--- config.mk ---
export PLATFORM = sky130hd
export DESIGN_NAME = vend_controller
export DESIGN_NICKNAME = d
export VERILOG_FILES = /design/src/rtl/vend_controller.sv
export SDC_FILE = /design/constraint.sdc
export NUM_CORES = 1
export LEC_CHECK = 0
export CAP_MARGIN = 20
export CORE_MARGIN = 8
export CORE_UTILIZATION = 42
export CTS_BUF_LIST = sky130_fd_sc_hd__clkbuf_16
export DETAILED_ROUTE_END_ITERATION = 12
export PLACE_DENSITY = 0.66
export SLEW_MARGIN = 5
export SYNTH_ARGS = -nofsm -noshare
export SYNTH_HDL_FRONTEND = slang
export SYNTH_SLANG_ARGS = --single-unit
--- constraint.sdc ---
create_clock -name clk -period 3.5 [get_ports clk]
set_clock_uncertainty 0.05 [all_clocks]
set_input_delay 0.525 -clock clk [delete_from_list [all_inputs] [get_ports clk]]
set_output_delay 0.525 -clock clk [all_outputs]
set_load 0.05 [all_outputs]
--- src/rtl/vend_controller.sv ---
// Vending-machine transaction sequencer: accumulates credit and selection from keypad
// strobes, checks price on confirm, times dispense/error phases and reports change.
module vend_controller #(
    parameter logic [7:0]  PRICE_1     = 8'd15,
    parameter logic [7:0]  PRICE_2     = 8'd20,
    parameter logic [7:0]  PRICE_3     = 8'd25,
    parameter logic [7:0]  PRICE_4     = 8'd30,
    parameter logic [7:0]  PRICE_5     = 8'd45,
    parameter logic [7:0]  MAX_CREDIT  = 8'd200,
    parameter logic [15:0] HOLD_CYCLES = 16'd50000
) (
    input  logic       clk,
    input  logic       reset,
    input  logic       key_valid,
    input  logic [3:0] key_code,
    output logic [7:0] sum,
    output logic [2:0] candy_sum,
    output logic       dispense,
    output logic [2:0] dispense_id,
    output logic       change_valid,
    output logic [7:0] change_amt,
    output logic       coin_reject,
    output logic       err,
    output logic       busy
);
    typedef enum logic [2:0] {S_IDLE, S_CREDIT, S_DISPENSE, S_CHANGE, S_ERROR} state_t;

    state_t      state_q, state_d;
    logic [7:0]  sum_q, sum_d;
    logic [2:0]  candy_q, candy_d;
    logic        dispense_q, dispense_d;
    logic [2:0]  dispense_id_q, dispense_id_d;
    logic        change_valid_q, change_valid_d;
    logic [7:0]  change_amt_q, change_amt_d;
    logic        coin_reject_q, coin_reject_d;
    logic        err_q, err_d;
    logic        busy_q, busy_d;
    logic [15:0] timer_q, timer_d;

    logic       is_coin, is_sel, is_cancel, is_confirm, has_sel;
    logic [7:0] coin_val, price;
    logic [8:0] credit_sum;

    always_comb begin
        is_coin  = 1'b1;
        coin_val = 8'd0;
        case (key_code)
            4'hA:    coin_val = 8'd5;
            4'hB:    coin_val = 8'd10;
            4'hC:    coin_val = 8'd25;
            default: is_coin = 1'b0;
        endcase
        is_sel     = (key_code >= 4'd1) && (key_code <= 4'd5);
        is_cancel  = (key_code == 4'hE);
        is_confirm = (key_code == 4'hF);
        credit_sum = {1'b0, sum_q} + {1'b0, coin_val};
    end

    // Indices outside 1..5 count as no selection and carry no price.
    always_comb begin
        has_sel = 1'b1;
        price   = 8'd0;
        case (candy_q)
            3'd1:    price = PRICE_1;
            3'd2:    price = PRICE_2;
            3'd3:    price = PRICE_3;
            3'd4:    price = PRICE_4;
            3'd5:    price = PRICE_5;
            default: has_sel = 1'b0;
        endcase
    end

    always_comb begin
        state_d        = state_q;
        sum_d          = sum_q;
        candy_d        = candy_q;
        dispense_d     = 1'b0;
        dispense_id_d  = dispense_id_q;
        change_valid_d = 1'b0;
        change_amt_d   = change_amt_q;
        coin_reject_d  = 1'b0;
        timer_d        = timer_q;
        case (state_q)
            S_IDLE: if (key_valid) begin
                if (is_coin) begin
                    sum_d   = coin_val;
                    state_d = S_CREDIT;
                end else if (is_sel) begin
                    candy_d = key_code[2:0];
                end else if (is_cancel) begin
                    candy_d = 3'd0;
                end
            end
            S_CREDIT: if (key_valid) begin
                if (is_coin) begin
                    if (credit_sum <= {1'b0, MAX_CREDIT}) sum_d = credit_sum[7:0];
                    else                                  coin_reject_d = 1'b1;
                end else if (is_sel) begin
                    candy_d = key_code[2:0];
                end else if (is_cancel) begin
                    change_amt_d   = sum_q;
                    change_valid_d = (sum_q != 8'd0);
                    candy_d        = 3'd0;
                    state_d        = S_CHANGE;
                end else if (is_confirm) begin
                    timer_d = HOLD_CYCLES - 16'd1;
                    if (!has_sel || sum_q < price) begin
                        state_d = S_ERROR;
                    end else begin
                        state_d       = S_DISPENSE;
                        dispense_d    = 1'b1;
                        dispense_id_d = candy_q;
                        sum_d         = sum_q - price;
                    end
                end
            end
            S_DISPENSE: if (timer_q == 16'd0) begin
                state_d        = S_CHANGE;
                change_amt_d   = sum_q;
                change_valid_d = (sum_q != 8'd0);
            end else begin
                timer_d = timer_q - 16'd1;
            end
            S_CHANGE: begin
                sum_d   = 8'd0;
                candy_d = 3'd0;
                state_d = S_IDLE;
            end
            S_ERROR: if (timer_q == 16'd0) state_d = S_CREDIT;
                     else                  timer_d = timer_q - 16'd1;
            default: state_d = S_IDLE;
        endcase
        busy_d = (state_d == S_DISPENSE) || (state_d == S_CHANGE) || (state_d == S_ERROR);
        err_d  = (state_d == S_ERROR);
    end

    always_ff @(posedge clk) begin
        if (reset) begin
            state_q        <= S_IDLE;
            sum_q          <= 8'd0;
            candy_q        <= 3'd0;
            dispense_q     <= 1'b0;
            dispense_id_q  <= 3'd0;
            change_valid_q <= 1'b0;
            change_amt_q   <= 8'd0;
            coin_reject_q  <= 1'b0;
            err_q          <= 1'b0;
            busy_q         <= 1'b0;
            timer_q        <= 16'd0;
        end else begin
            state_q        <= state_d;
            sum_q          <= sum_d;
            candy_q        <= candy_d;
            dispense_q     <= dispense_d;
            dispense_id_q  <= dispense_id_d;
            change_valid_q <= change_valid_d;
            change_amt_q   <= change_amt_d;
            coin_reject_q  <= coin_reject_d;
            err_q          <= err_d;
            busy_q         <= busy_d;
            timer_q        <= timer_d;
        end
    end

    assign sum          = sum_q;
    assign candy_sum    = candy_q;
    assign dispense     = dispense_q;
    assign dispense_id  = dispense_id_q;
    assign change_valid = change_valid_q;
    assign change_amt   = change_amt_q;
    assign coin_reject  = coin_reject_q;
    assign err          = err_q;
    assign busy         = busy_q;
endmodule

# [After elaboration in Yosys (flattened, before gate mapping)]
# Cells that the tools add are included.
[op_classes] addsub=3 magnitude_cmp=4 eq_ne=35 n_mux=51 bitwise=7 n_reduce_logical=23
[ops] cell="8-bit two-way mux" count=14
[ops] cell="16-bit two-way mux" count=6
[ops] cell="3-bit two-way mux" count=14
[ops] cell="16-bit one-hot mux with 2 select lines" count=1
[ops] cell="6-bit one-hot mux with 5 select lines" count=1
[ops] cell="8-bit one-hot mux with 3 select lines" count=1
[ops] cell="2-bit inequality test, second input constant" count=11
[ops] cell="4-bit equality test, second input constant" count=5
[ops] cell="3-bit by 2-bit equality test with 1-bit output, second input constant" count=6
[ops] cell="16-bit zero test" count=1
[ops] cell="8-bit one-hot mux with 2 select lines" count=1
[ops] cell="16-bit by 1-bit subtractor with 16-bit output, second input constant" count=1
[ops] cell="3-bit inequality test, second input constant" count=5
[ops] cell="5-bit one-hot mux with 3 select lines" count=1
[ops] cell="7-bit AND reduction" count=2
[ops] cell="3-bit equality test, second input constant" count=4
[ops] cell="3-bit one-hot mux with 4 select lines" count=1
[ops] cell="8-bit by 8-bit adder with 9-bit output" count=1
[ops] cell="9-bit by 8-bit less-or-equal comparator with 1-bit output, second input constant" count=1
[ops] cell="1-bit two-way mux" count=9
[ops] cell="9-bit AND reduction" count=1
[ops] cell="8-bit less-than comparator" count=1
[ops] cell="8-bit nonzero test" count=1
[ops] cell="8-bit subtractor" count=1
[ops] cell="21 further kinds" count=33
[word_totals] register_bits=46 in_bits=7 out_inout_bits=27 word_cells=134

# [Logic depth before layout (Yosys ltp)]
# Gate-level depths: netlist (run 1).
[depth] word_depth=15 ltp_mapped=14

# [Least setup slack after synthesis (run 1)]
# Ideal clock, no wire load.
[synth_path] path_kind="register -> register" start="register candy_q[1], in the netlist candy_sum[1]" end="register sum_q[0], in the netlist sum[0]" setup_time_ns=0.123 t_arrival_ns=3.565 path_slack_ns=-0.239 stages_incl_launch_ff=14 path_buffers=0 period_less_slack_ns=3.739 cell_sequence="dfxtp_1 -> inv_1 -> ha_1 -> or3_1 -> a21oi_1 -> a21oi_1 -> ha_1 -> a211oi_1 -> nor2_1 -> o21a_1 -> a31o_2 -> a21o_1 -> o211ai_4 -> mux2_1"
[synth_between] elab_chain_cells=10
[synth_lines] item="from (decl)" line="30" rtl="logic [2:0] candy_q, candy_d;"
[synth_lines] item="from (signal assigned)" line="153" rtl="candy_q <= candy_d;"
[synth_lines] item="3-bit equality test, or another cell as far along" line="63" rtl="case (candy_q)"
[synth_lines] item="6-bit one-hot mux with 5 select lines" line="63"
[synth_lines] item="8-bit subtractor" line="113" rtl="sum_d = sum_q - price;"
[synth_lines] item="8-bit two-way mux" line="107" rtl="if (!has_sel || sum_q < price) begin"
[synth_lines] item="8-bit two-way mux" line="105" rtl="end else if (is_confirm) begin"
[synth_lines] item="8-bit two-way mux" line="100" rtl="end else if (is_cancel) begin"
[synth_lines] item="8-bit two-way mux" line="98" rtl="end else if (is_sel) begin"
[synth_lines] item="8-bit two-way mux" line="95" rtl="if (is_coin) begin"
[synth_lines] item="8-bit two-way mux" line="94" rtl="S_CREDIT: if (key_valid) begin"
[synth_lines] item="8-bit one-hot mux with 3 select lines" line="83" rtl="case (state_q)"
[synth_lines] item="to (signal assigned)" line="152" rtl="sum_q <= sum_d;"
[synth_lines] item="to (decl)" line="29" rtl="logic [7:0] sum_q, sum_d;"
# Parallel ways exist; a longest one is shown, timed or not. The select of a mux whose other input is x is not followed.
# A chain may end at the register's enable or synchronous reset.

# [Final worst setup path (run 1)]
[layout_path] start="register candy_q[1], in the netlist candy_sum[1]" end="register sum_q[1], in the netlist sum[1]"
# The elaborated chain is that of the path after synthesis.

==> impl_metrics.env, run 1 <==
export IMPL_status="finished clean"
export IMPL_max_vdd_ir_drop_v=0.000279
export IMPL_cp_max_fo=5
export IMPL_gr_max_usage_layer="met2"
export IMPL_multi_input_area_um2=2090
export IMPL_antenna_found_initial=0
export IMPL_clk_path_buf_depth=2
export IMPL_hp_class="register to register"
export IMPL_vias=2848
export IMPL_cts_buffers=5
export IMPL_syn_num_nets=405
export IMPL_ys_seq_area_share_pct=29.7
export IMPL_synthTopCellsByArea="dfxtp_1, nor2_1, ha_1, mux2i_1, nand2_1"
export IMPL_fmax_ghz=0.301
export IMPL_synthDistinctLibCells=68
export IMPL_r2r_start="candy_sum[1]"
export IMPL_yosys_area_top_type="dfxtp_1"
export IMPL_grt_pass1_wl_um=13700
export IMPL_pwr_share_seq_pct=43.8
export IMPL_placed_cell_area_um2=3720
export IMPL_synth_cells=382
export IMPL_crit_start="candy_sum[1]"
export IMPL_drtPass1Iterations=4
export IMPL_stdcell_count=539
export IMPL_drtIter0Drc=91
export IMPL_postRouteAntennaNets=0
export IMPL_met3_usage_pct=3.68
export IMPL_globalRouteMet1Util_pct=20.9
export IMPL_synth_top_area_share_pct=29.7
export IMPL_p_int_mw=0.925
export IMPL_path_class="register to register"
export IMPL_design_area_um2=3980
export IMPL_nets=462
export IMPL_switchingPower_mw=0.288
export IMPL_root_buffer="clkbuf_16"
export IMPL_synth_seq_cells=46
export IMPL_p_leak_nw=1.65
export IMPL_portBuffers=33
export IMPL_gr_total_overflow=0
export IMPL_p_comb_share_pct=12.4
export IMPL_grt_usage_pct=16.3
export IMPL_arrival_ns=3.44
export IMPL_startpoint_type="register"
export IMPL_fp_dieW_um=102
export IMPL_ctsHoldBuffers=0
export IMPL_core_area_um2=7210
export IMPL_wl_per_cell_um=15.5
export IMPL_r2r_end="sum[1]"
export IMPL_drv_cap=0
export IMPL_cp_end_kind="register"
export IMPL_diodes=0
export IMPL_yosysMostFrequentCell="nor2_1"
export IMPL_reg2reg_slack_ns=0.18
export IMPL_initial_core_util_pct=43.0
export IMPL_use_met2_pct=27.4
export IMPL_rsz0062_at_grt="no"
export IMPL_ys_async_sr_fraction_pct=0
export IMPL_setup_slack_ns=0.177
export IMPL_finalMaxSlewViolations=0
export IMPL_dieArea_um2=10400
export IMPL_period_share_pct=95.0
export IMPL_layout_drive_gt1_share_pct=17.3
export IMPL_min_delay_start="change_amt[0]"
export IMPL_drc=0
export IMPL_sw_frac_of_total_pct=23.7
export IMPL_hold_viol_final=0
export IMPL_area_delta_synth_final_pct=28.3
export IMPL_clk_latency_ns=0.28
export IMPL_ys_warn_count=0
export IMPL_reg2regPathDepth=13
export IMPL_synth_edf_count=0
export IMPL_power_mw=1.21
export IMPL_rows=31
export IMPL_synth_common_cells="nor2_1, dfxtp_1, nand2_1"
export IMPL_grt_max_degree=33
export IMPL_cts_sinks=46
export IMPL_avgSynthCellArea_um2=8.11
export IMPL_drt_wl_total_um=8340
export IMPL_hold_depth=2
export IMPL_synth_ff_type="dfxtp_1"
export IMPL_tritoncts="done"
export IMPL_worst_slew_pin_transition_ns=1.06
export IMPL_period_minus_slack_ns=3.32
export IMPL_htree_levels=2
export IMPL_setup_viol=0
export IMPL_min_to="change_amt[0]"
export IMPL_synth_area_um2=3100
export IMPL_vias_per_cell=5.28
export IMPL_grt_pass1_vias=2797
export IMPL_gp_congestion=0.889
export IMPL_worstPathRequired_ns=3.62
export IMPL_fp_dieH_um=102
export IMPL_dp_cells=530
export IMPL_pwr_share_clk_pct=43.8
export IMPL_fill_cells=688
export IMPL_timing_slew_headroom_pct=29.1
export IMPL_power_density_nw_per_um2=305
export IMPL_io_pins=34
export IMPL_register_area_um2=922
export IMPL_post_route_util_pct=55.1
export IMPL_place_ws_ns=-0.390
export IMPL_dp_hpwl_um=6290
export IMPL_path_clk_slew_ns=0.06
[power by group through the flow]
| stage | clock (mW) | sequential (mW) | combinational [mW] |
|---|---|---|---|
| 2_1_floorplan | 0 | 0.546 | 0.0914 |
| 3_3_place_gp | 0 | 0.543 | 0.142 |
| 3_5_place_dp | 0 | 0.543 | 0.143 |
| 4_1_cts | 0.538 | 0.532 | 0.145 |
| 5_1_grt | 0.560 | 0.532 | 0.164 |
| 6_report | 0.531 | 0.532 | 0.150 |
[layout by cell type, fill, tap and decap left out, types with 5 or more instances in the layout]
cell type / count
clkdlybuf4s50_1: 29
a21oi_1: 23
dfxtp_1: 45
nand3b_1: 5
a211oi_1: 9
xnor2_1: 9
ha_1: 12
mux2i_1: 14
xor2_1: 11
nor4_1: 8
nor2_1: 50
inv_1: 17
o21a_1: 7
nor3_1: 11
nand3_1: 8
clkbuf_16: 5
buf_4: 35
nand2_1: 37
o21ai_0: 12
[sequential cells by signal, indices dropped and copies added, names as in the netlist]
signal        count
timer_q          16
coin_reject       1
err               1
dispense_id       3
dispense          1
candy_sum         3
busy              1
change_valid      1
change_amt        8
state_q           3
sum               8
[timing repair]
action,CTS,global route
resized for setup,2,20
pin swaps,1,6
setup endpoints to repair,7,8
buffers inserted,0,1
[area by class of cell]
class,count,area share [%]
Clock buffer,5,3.15
Inverter,17,1.60
Tap cell,99,3.12
Multi-Input combinational cell,300,52.5
Clock inverter,3,1.04
Timing Repair Buffer,69,15.4
Sequential cell,46,23.2
[per-layer routing]
| metal | vias up | wire (um) |
|---|---|---|
| met3 | 4 | 292 |
| met1 | 1332 | 4120 |
| met2 | 37 | 3890 |
| met5 | - | 0 |
| met4 | 0 | 36 |
| li1 | 1475 | - |
[cells by family after synthesis]
family / count (synthesis) / synth area share, %
AO/OA/AOI/OAI: 90 / 20.2
XOR/XNOR: 20 / 5.65
adder cells (fa/ha/maj): 16 / 6.94
buffers and inverters: 36 / 5.29
flip-flops: 46 / 29.7
multiplexers: 20 / 6.70
AND/OR/NAND/NOR: 154 / 25.5
[worst max path at each step]
stage / depth (start not counted) / to
finish: 13 / sum[1]
CTS: 13 / sum[0]
global placement: 13 / sum[1]
detailed placement: 13 / sum[4]
floorplan: 13 / sum[0]
global route: 13 / sum[1]
[through the flow]
stage,setup TNS [ns],hold WS (ns)
after CTS,0,0.451
final,0,0.444
after detailed placement,-2.80,0.434
after floorplan,0,0.424
after global placement,-2.13,0.419
after global routing,0,0.472
[worst max-delay path, cell delays in order, from the launching register on]
cell and delay [ns]:
dfxtp_2 0.33, inv_1 0.05, ha_1 0.33, or3_1 0.31, a21oi_1 0.15, a21oi_1 0.07
ha_1 0.35, a211oi_1 0.26, nor2_1 0.11, o21a_1 0.25, a31o_2 0.27, a21o_1 0.19
o211ai_4 0.14, mux2_1 0.35
Power figures use the tool's default switching activity.
==> run 2: changes to the inputs <==
--- a/config.mk
+++ b/config.mk
@@ -11,6 +11,7 @@
 export CTS_BUF_LIST = sky130_fd_sc_hd__clkbuf_16
 export DETAILED_ROUTE_END_ITERATION = 12
 export PLACE_DENSITY = 0.66
+export SETUP_SLACK_MARGIN = 0.4
 export SLEW_MARGIN = 5
 export SYNTH_ARGS = -nofsm -noshare
 export SYNTH_HDL_FRONTEND = slang
==> impl_metrics.env, run 2 (synthesized netlist as in run 1, its figures left out) <==
export IMPL_status="finished clean"
export IMPL_drtPass1Iterations=4
export IMPL_vias_per_cell=5.53
export IMPL_hp_class="register to register"
export IMPL_p_int_mw=0.983
export IMPL_pwr_share_clk_pct=45.7
export IMPL_initial_core_util_pct=43.0
export IMPL_path_class="register to register"
export IMPL_core_area_um2=7210
export IMPL_rows=31
export IMPL_largest_reg_flops=16
export IMPL_power_mw=1.29
export IMPL_grt_pass1_wl_um=15100
export IMPL_switchingPower_mw=0.308
export IMPL_p_comb_share_pct=13.3
export IMPL_clk_latency_ns=0.29
export IMPL_hold_viol_final=0
export IMPL_fp_dieH_um=102
export IMPL_finalMaxSlewViolations=0
export IMPL_htree_levels=2
export IMPL_grt_max_degree=28
export IMPL_nets=479
export IMPL_rsz0062_at_grt="yes"
export IMPL_sw_frac_of_total_pct=23.9
export IMPL_wl_per_cell_um=16.3
export IMPL_drc=0
export IMPL_postRouteAntennaNets=0
export IMPL_reg2regPathDepth=14
export IMPL_period_minus_slack_ns=3.10
export IMPL_max_vdd_ir_drop_v=0.000241
export IMPL_placed_cell_area_um2=3810
export IMPL_most_common_layout_cells="buf_4, nor2_1, dfxtp_1"
export IMPL_timing_slew_headroom_pct=58.4
export IMPL_final_common_cell="buf_4"
export IMPL_endpoint="sum[4]"
export IMPL_portBuffers=33
export IMPL_fin_setup_tns_ns=0
export IMPL_grt_usage_pct=18.2
export IMPL_tritoncts="done"
export IMPL_grt_pass1_vias=2992
export IMPL_gr_total_overflow=0
export IMPL_clk_path_buf_depth=2
export IMPL_power_density_nw_per_um2=306
export IMPL_drt_wl_total_um=9080
export IMPL_diodes=0
export IMPL_regMostFlops="timer_q"
export IMPL_vias=3077
export IMPL_worst_slew_pin_transition_ns=0.618
export IMPL_arrival_ns=3.22
export IMPL_fp_dieW_um=102
export IMPL_cts_buffers=5
export IMPL_p_leak_nw=1.73
export IMPL_startpoint_type="register"
export IMPL_area_delta_synth_final_pct=36.0
export IMPL_gp_congestion=0.933
export IMPL_r2r_start="candy_sum[1]"
export IMPL_drtIter0Drc=222
export IMPL_dieArea_um2=10400
export IMPL_root_buffer="clkbuf_16"
export IMPL_path_clk_slew_ns=0.06
export IMPL_crit_start="candy_sum[1]"
export IMPL_design_area_um2=4210
export IMPL_cp_max_fo=4
export IMPL_period_share_pct=88.5
export IMPL_r2r_end="sum[4]"
export IMPL_setup_slack_ns=0.401
export IMPL_worstPathRequired_ns=3.62
export IMPL_setup_viol=0
export IMPL_fmax_ghz=0.323
export IMPL_pwr_share_seq_pct=41.0
export IMPL_cts_sinks=46
export IMPL_antenna_found_initial=0
export IMPL_layout_drive_gt1_share_pct=26.0
export IMPL_io_pins=34
export IMPL_dp_hpwl_um=6570
export IMPL_place_ws_ns=-0.274
export IMPL_drv_cap=0
export IMPL_cp_end_kind="register"
export IMPL_reg2reg_slack_ns=0.40
==> run 2: critical path, stage by stage (launching register included) <==
cell and delay (ns):
dfxtp_4 0.37, inv_6 0.04, ha_4 0.22, a21oi_2 0.10, o21a_1 0.13, ha_2 0.18, inv_1 0.05, fa_2 0.35
a211oi_2 0.23, nor2_2 0.08, o21a_1 0.24, a31o_2 0.27, a21o_1 0.21, o211ai_4 0.14, mux2_4 0.32
==> run 2: routing by layer <==
layer / up-vias / global-route usage [%] / part of all wire, % / wire [um]
met2: 100 / 30.9 / 48 / 4330
met5: - / 0 / 0 / 0
met1: 1443 / 22.3 / 44 / 3960
li1: 1517 / - / - / -
met3: 17 / 4.02 / 6.8 / 618
met4: 0 / 5.87 / 1.9 / 174
==> run 2: layout make-up <==
type / count / area (um^2)
Multi-Input combinational cell: 300 / 2190
Clock buffer: 6 / 150
Tap cell: 99 / 124
Inverter: 17 / 68.8
Sequential cell: 46 / 930
Fill cell: 653 / 3000
Clock inverter: 2 / 38.8
Timing Repair Buffer: 86 / 712
==> run 2: through the flow <==
stage               hold WS (ns)  util, %  instances
floorplan                  0.424        -        382
global placement           0.417     52.8        534
detailed placement         0.427     52.8        534
CTS                        0.443     57.5        549
global route               0.473     58.4        556
finish                     0.440     58.4        556
==> run 2: worst min path at each step <==
stage,startpoint,end,slack (ns),depth (start not counted)
after global routing,dispense_id[1],dispense_id[1],0.47,2
after floorplan,timer_q[0],timer_q[0],0.42,1
after CTS,dispense_id[1],dispense_id[1],0.44,2
final,dispense_id[1],dispense_id[1],0.44,2
after detailed placement,dispense_id[2],dispense_id[2],0.43,2
after global placement,dispense_id[1],dispense_id[1],0.42,2
==> run 2: what timing repair did <==
item                                   in CTS  in global routing
hold buffers                                0                  0
setup endpoints to repair                   9                 10
setup buffers                               7                  7
cloned                                      0                  0
endpoints found under the hold margin       0                  0
pin swaps                                  17                 14
resized for setup                          31                 10
==> run 2: power groups by stage <==
stage / registers, mW / logic (mW) / clock network [mW]
floorplan: 0.545 / 0.0977 / 0
global placement: 0.542 / 0.145 / 0
detailed placement: 0.542 / 0.147 / 0
CTS: 0.529 / 0.159 / 0.593
global route: 0.529 / 0.187 / 0.619
finish: 0.529 / 0.172 / 0.590
==> run 3: changes to the inputs <==
--- a/config.mk
+++ b/config.mk
@@ -6,11 +6,13 @@
 export NUM_CORES = 1
 export LEC_CHECK = 0
 export CAP_MARGIN = 20
+export CORE_ASPECT_RATIO = 1.5
 export CORE_MARGIN = 8
-export CORE_UTILIZATION = 42
+export CORE_UTILIZATION = 45
 export CTS_BUF_LIST = sky130_fd_sc_hd__clkbuf_16
+export CTS_CLUSTER_DIAMETER = 100
 export DETAILED_ROUTE_END_ITERATION = 12
-export PLACE_DENSITY = 0.66
+export PLACE_DENSITY = 0.7
 export SETUP_SLACK_MARGIN = 0.4
 export SLEW_MARGIN = 5
 export SYNTH_ARGS = -nofsm -noshare
==> impl_metrics.env, run 3 (synthesized netlist as in run 1, its figures left out) <==
export IMPL_drtIter0Drc=123
export IMPL_path_depth=14
export IMPL_cp_end_kind="register"
export IMPL_worstPathRequired_ns=3.62
export IMPL_cts_buffers=5
export IMPL_antenna_found_initial=0
export IMPL_hp_class="register to register"
export IMPL_startpoint_type="register"
export IMPL_ctsHoldBuffers=0
export IMPL_cpMostUsedCell="o21a_1"
export IMPL_drt_wl_total_um=8940
export IMPL_drtPass1Iterations=4
export IMPL_most_common_layout_cells="nor2_1, dfxtp_1, buf_4"
export IMPL_hold_viol_final=0
export IMPL_power_density_nw_per_um2=287
export IMPL_finalMaxSlewViolations=0
export IMPL_power_mw=1.17
export IMPL_period_minus_slack_ns=3.04
export IMPL_area_delta_synth_final_pct=31.4
export IMPL_tritoncts="done"
export IMPL_grt_usage_pct=17.4
export IMPL_initial_core_util_pct=45.9
export IMPL_fmax_ghz=0.329
export IMPL_setup_viol=0
export IMPL_dieArea_um2=9850
export IMPL_slowest_stage="dfxtp_4"
export IMPL_portBuffers=33
export IMPL_path_class="register to register"
export IMPL_rsz0062_at_grt="yes"
export IMPL_layout_drive_gt1_share_pct=24.4
export IMPL_gr_total_overflow=0
export IMPL_core_area_um2=6760
export IMPL_rows=37
export IMPL_p_leak_nw=1.69
export IMPL_io_pins=34
export IMPL_drc=0
export IMPL_grt_max_degree=33
export IMPL_pwr_share_clk_pct=40.9
export IMPL_max_stage_delay_ns=0.37
export IMPL_arrival_ns=3.16
export IMPL_clk_latency_ns=0.29
export IMPL_fp_dieH_um=118
export IMPL_cts_sinks=46
export IMPL_switchingPower_mw=0.307
export IMPL_sw_frac_of_total_pct=26.3
export IMPL_postRouteAntennaNets=0
export IMPL_nets=468
export IMPL_vias=2997
export IMPL_final_common_cell="nor2_1"
export IMPL_status="finished clean"
export IMPL_vias_per_cell=5.72
export IMPL_worst_slew_pin_transition_ns=1.04
export IMPL_drv_cap=0
export IMPL_diodes=0
export IMPL_crit_chain="inv_6, ha_4, a21oi_2, o21a_1, ha_2, inv_2, fa_2, a211oi_2, nor2_2, o21a_1, a31o_2, a21o_1, o211ai_4, mux2_4"
export IMPL_fp_dieW_um=83.8
export IMPL_path_clk_slew_ns=0.07
export IMPL_pwr_share_seq_pct=45.5
export IMPL_regMostFlops="timer_q"
export IMPL_p_int_mw=0.861
export IMPL_p_comb_share_pct=13.6
export IMPL_period_share_pct=86.9
export IMPL_largest_reg_flops=16
export IMPL_dp_hpwl_um=6640
export IMPL_cpLargestDelayFamily="compound AO/OA/AOI/OAI gates"
export IMPL_clk_path_buf_depth=2
export IMPL_timing_slew_headroom_pct=30.9
export IMPL_fin_setup_tns_ns=0
export IMPL_gp_congestion=0.884
export IMPL_hold_depth=2
export IMPL_htree_levels=2
export IMPL_reg2regPathDepth=14
export IMPL_max_vdd_ir_drop_v=0.000190
export IMPL_root_buffer="clkbuf_16"
export IMPL_cp_max_fo=4
export IMPL_wl_per_cell_um=17.1
export IMPL_cp_num_buf_inv=2
export IMPL_grt_pass1_wl_um=14400
export IMPL_grt_pass1_vias=2966
[run 3: repair_timing]
action	in CTS	in global routing
gates resized for setup	22	21
setup endpoints to repair	9	8
setup buffers	9	4
hold endpoints to repair	0	0
pin swaps	14	11
[run 3: worst paths after layout]
kind / startpoint / to / slack (ns)
worst max-delay path: candy_sum[1] / sum[0] / 0.46
worst min-delay path: dispense_id[0] / dispense_id[0] / 0.45
worst max register to register: candy_sum[1] / sum[0] / 0.46
worst min register to register: dispense_id[0] / dispense_id[0] / 0.45
[run 3: area by class of cell]
class                   count  area [um^2]
well taps                  78         97.6
inverters                  17         68.8
multi-input cells         300         2200
clock inverters             3         22.5
fillers                   603         2690
clock buffers               5          125
flip-flops and latches     46          930
repair buffers             75          629
[run 3: power by group through the flow]
stage	clock network (mW)	registers (mW)	logic (mW)
6_report	0.478	0.531	0.159
5_1_grt	0.507	0.531	0.173
4_1_cts	0.482	0.531	0.152
3_5_place_dp	0	0.544	0.140
3_3_place_gp	0	0.544	0.138
2_1_floorplan	0	0.545	0.0977
[run 3: metrics by stage]
step	hold slack [ns]	std cells	util [%]	setup slack [ns]	area (um^2)
global route	0.476	524	60.3	0.327	4070
global placement	0.419	503	54.9	-0.126	3710
CTS	0.450	520	59.1	0.404	3990
floorplan	0.424	382	-	0.260	3190
detailed placement	0.435	503	54.9	-0.224	3710
finish	0.447	524	60.3	0.460	4070
[run 3: per-layer routing]
metal  vias up  share of wire [%]  track usage [%]  wire length [um]
met5         -                  0                0                 0
met4         0                4.2             9.65               379
met3        27                2.9             1.73               256
met2        67                 53             32.3              4740
met1      1413                 40             18.3              3560
li1       1490                  -                -                 -
[run 3: worst reg2reg max path, stage by stage, from the launching register on]
cell and delay [ns]:
dfxtp_4 0.37, inv_6 0.04, ha_4 0.22, a21oi_2 0.09
o21a_1 0.14, ha_2 0.19, inv_2 0.04, fa_2 0.37
a211oi_2 0.22, nor2_2 0.07, o21a_1 0.22, a31o_2 0.25
a21o_1 0.19, o211ai_4 0.13, mux2_4 0.33
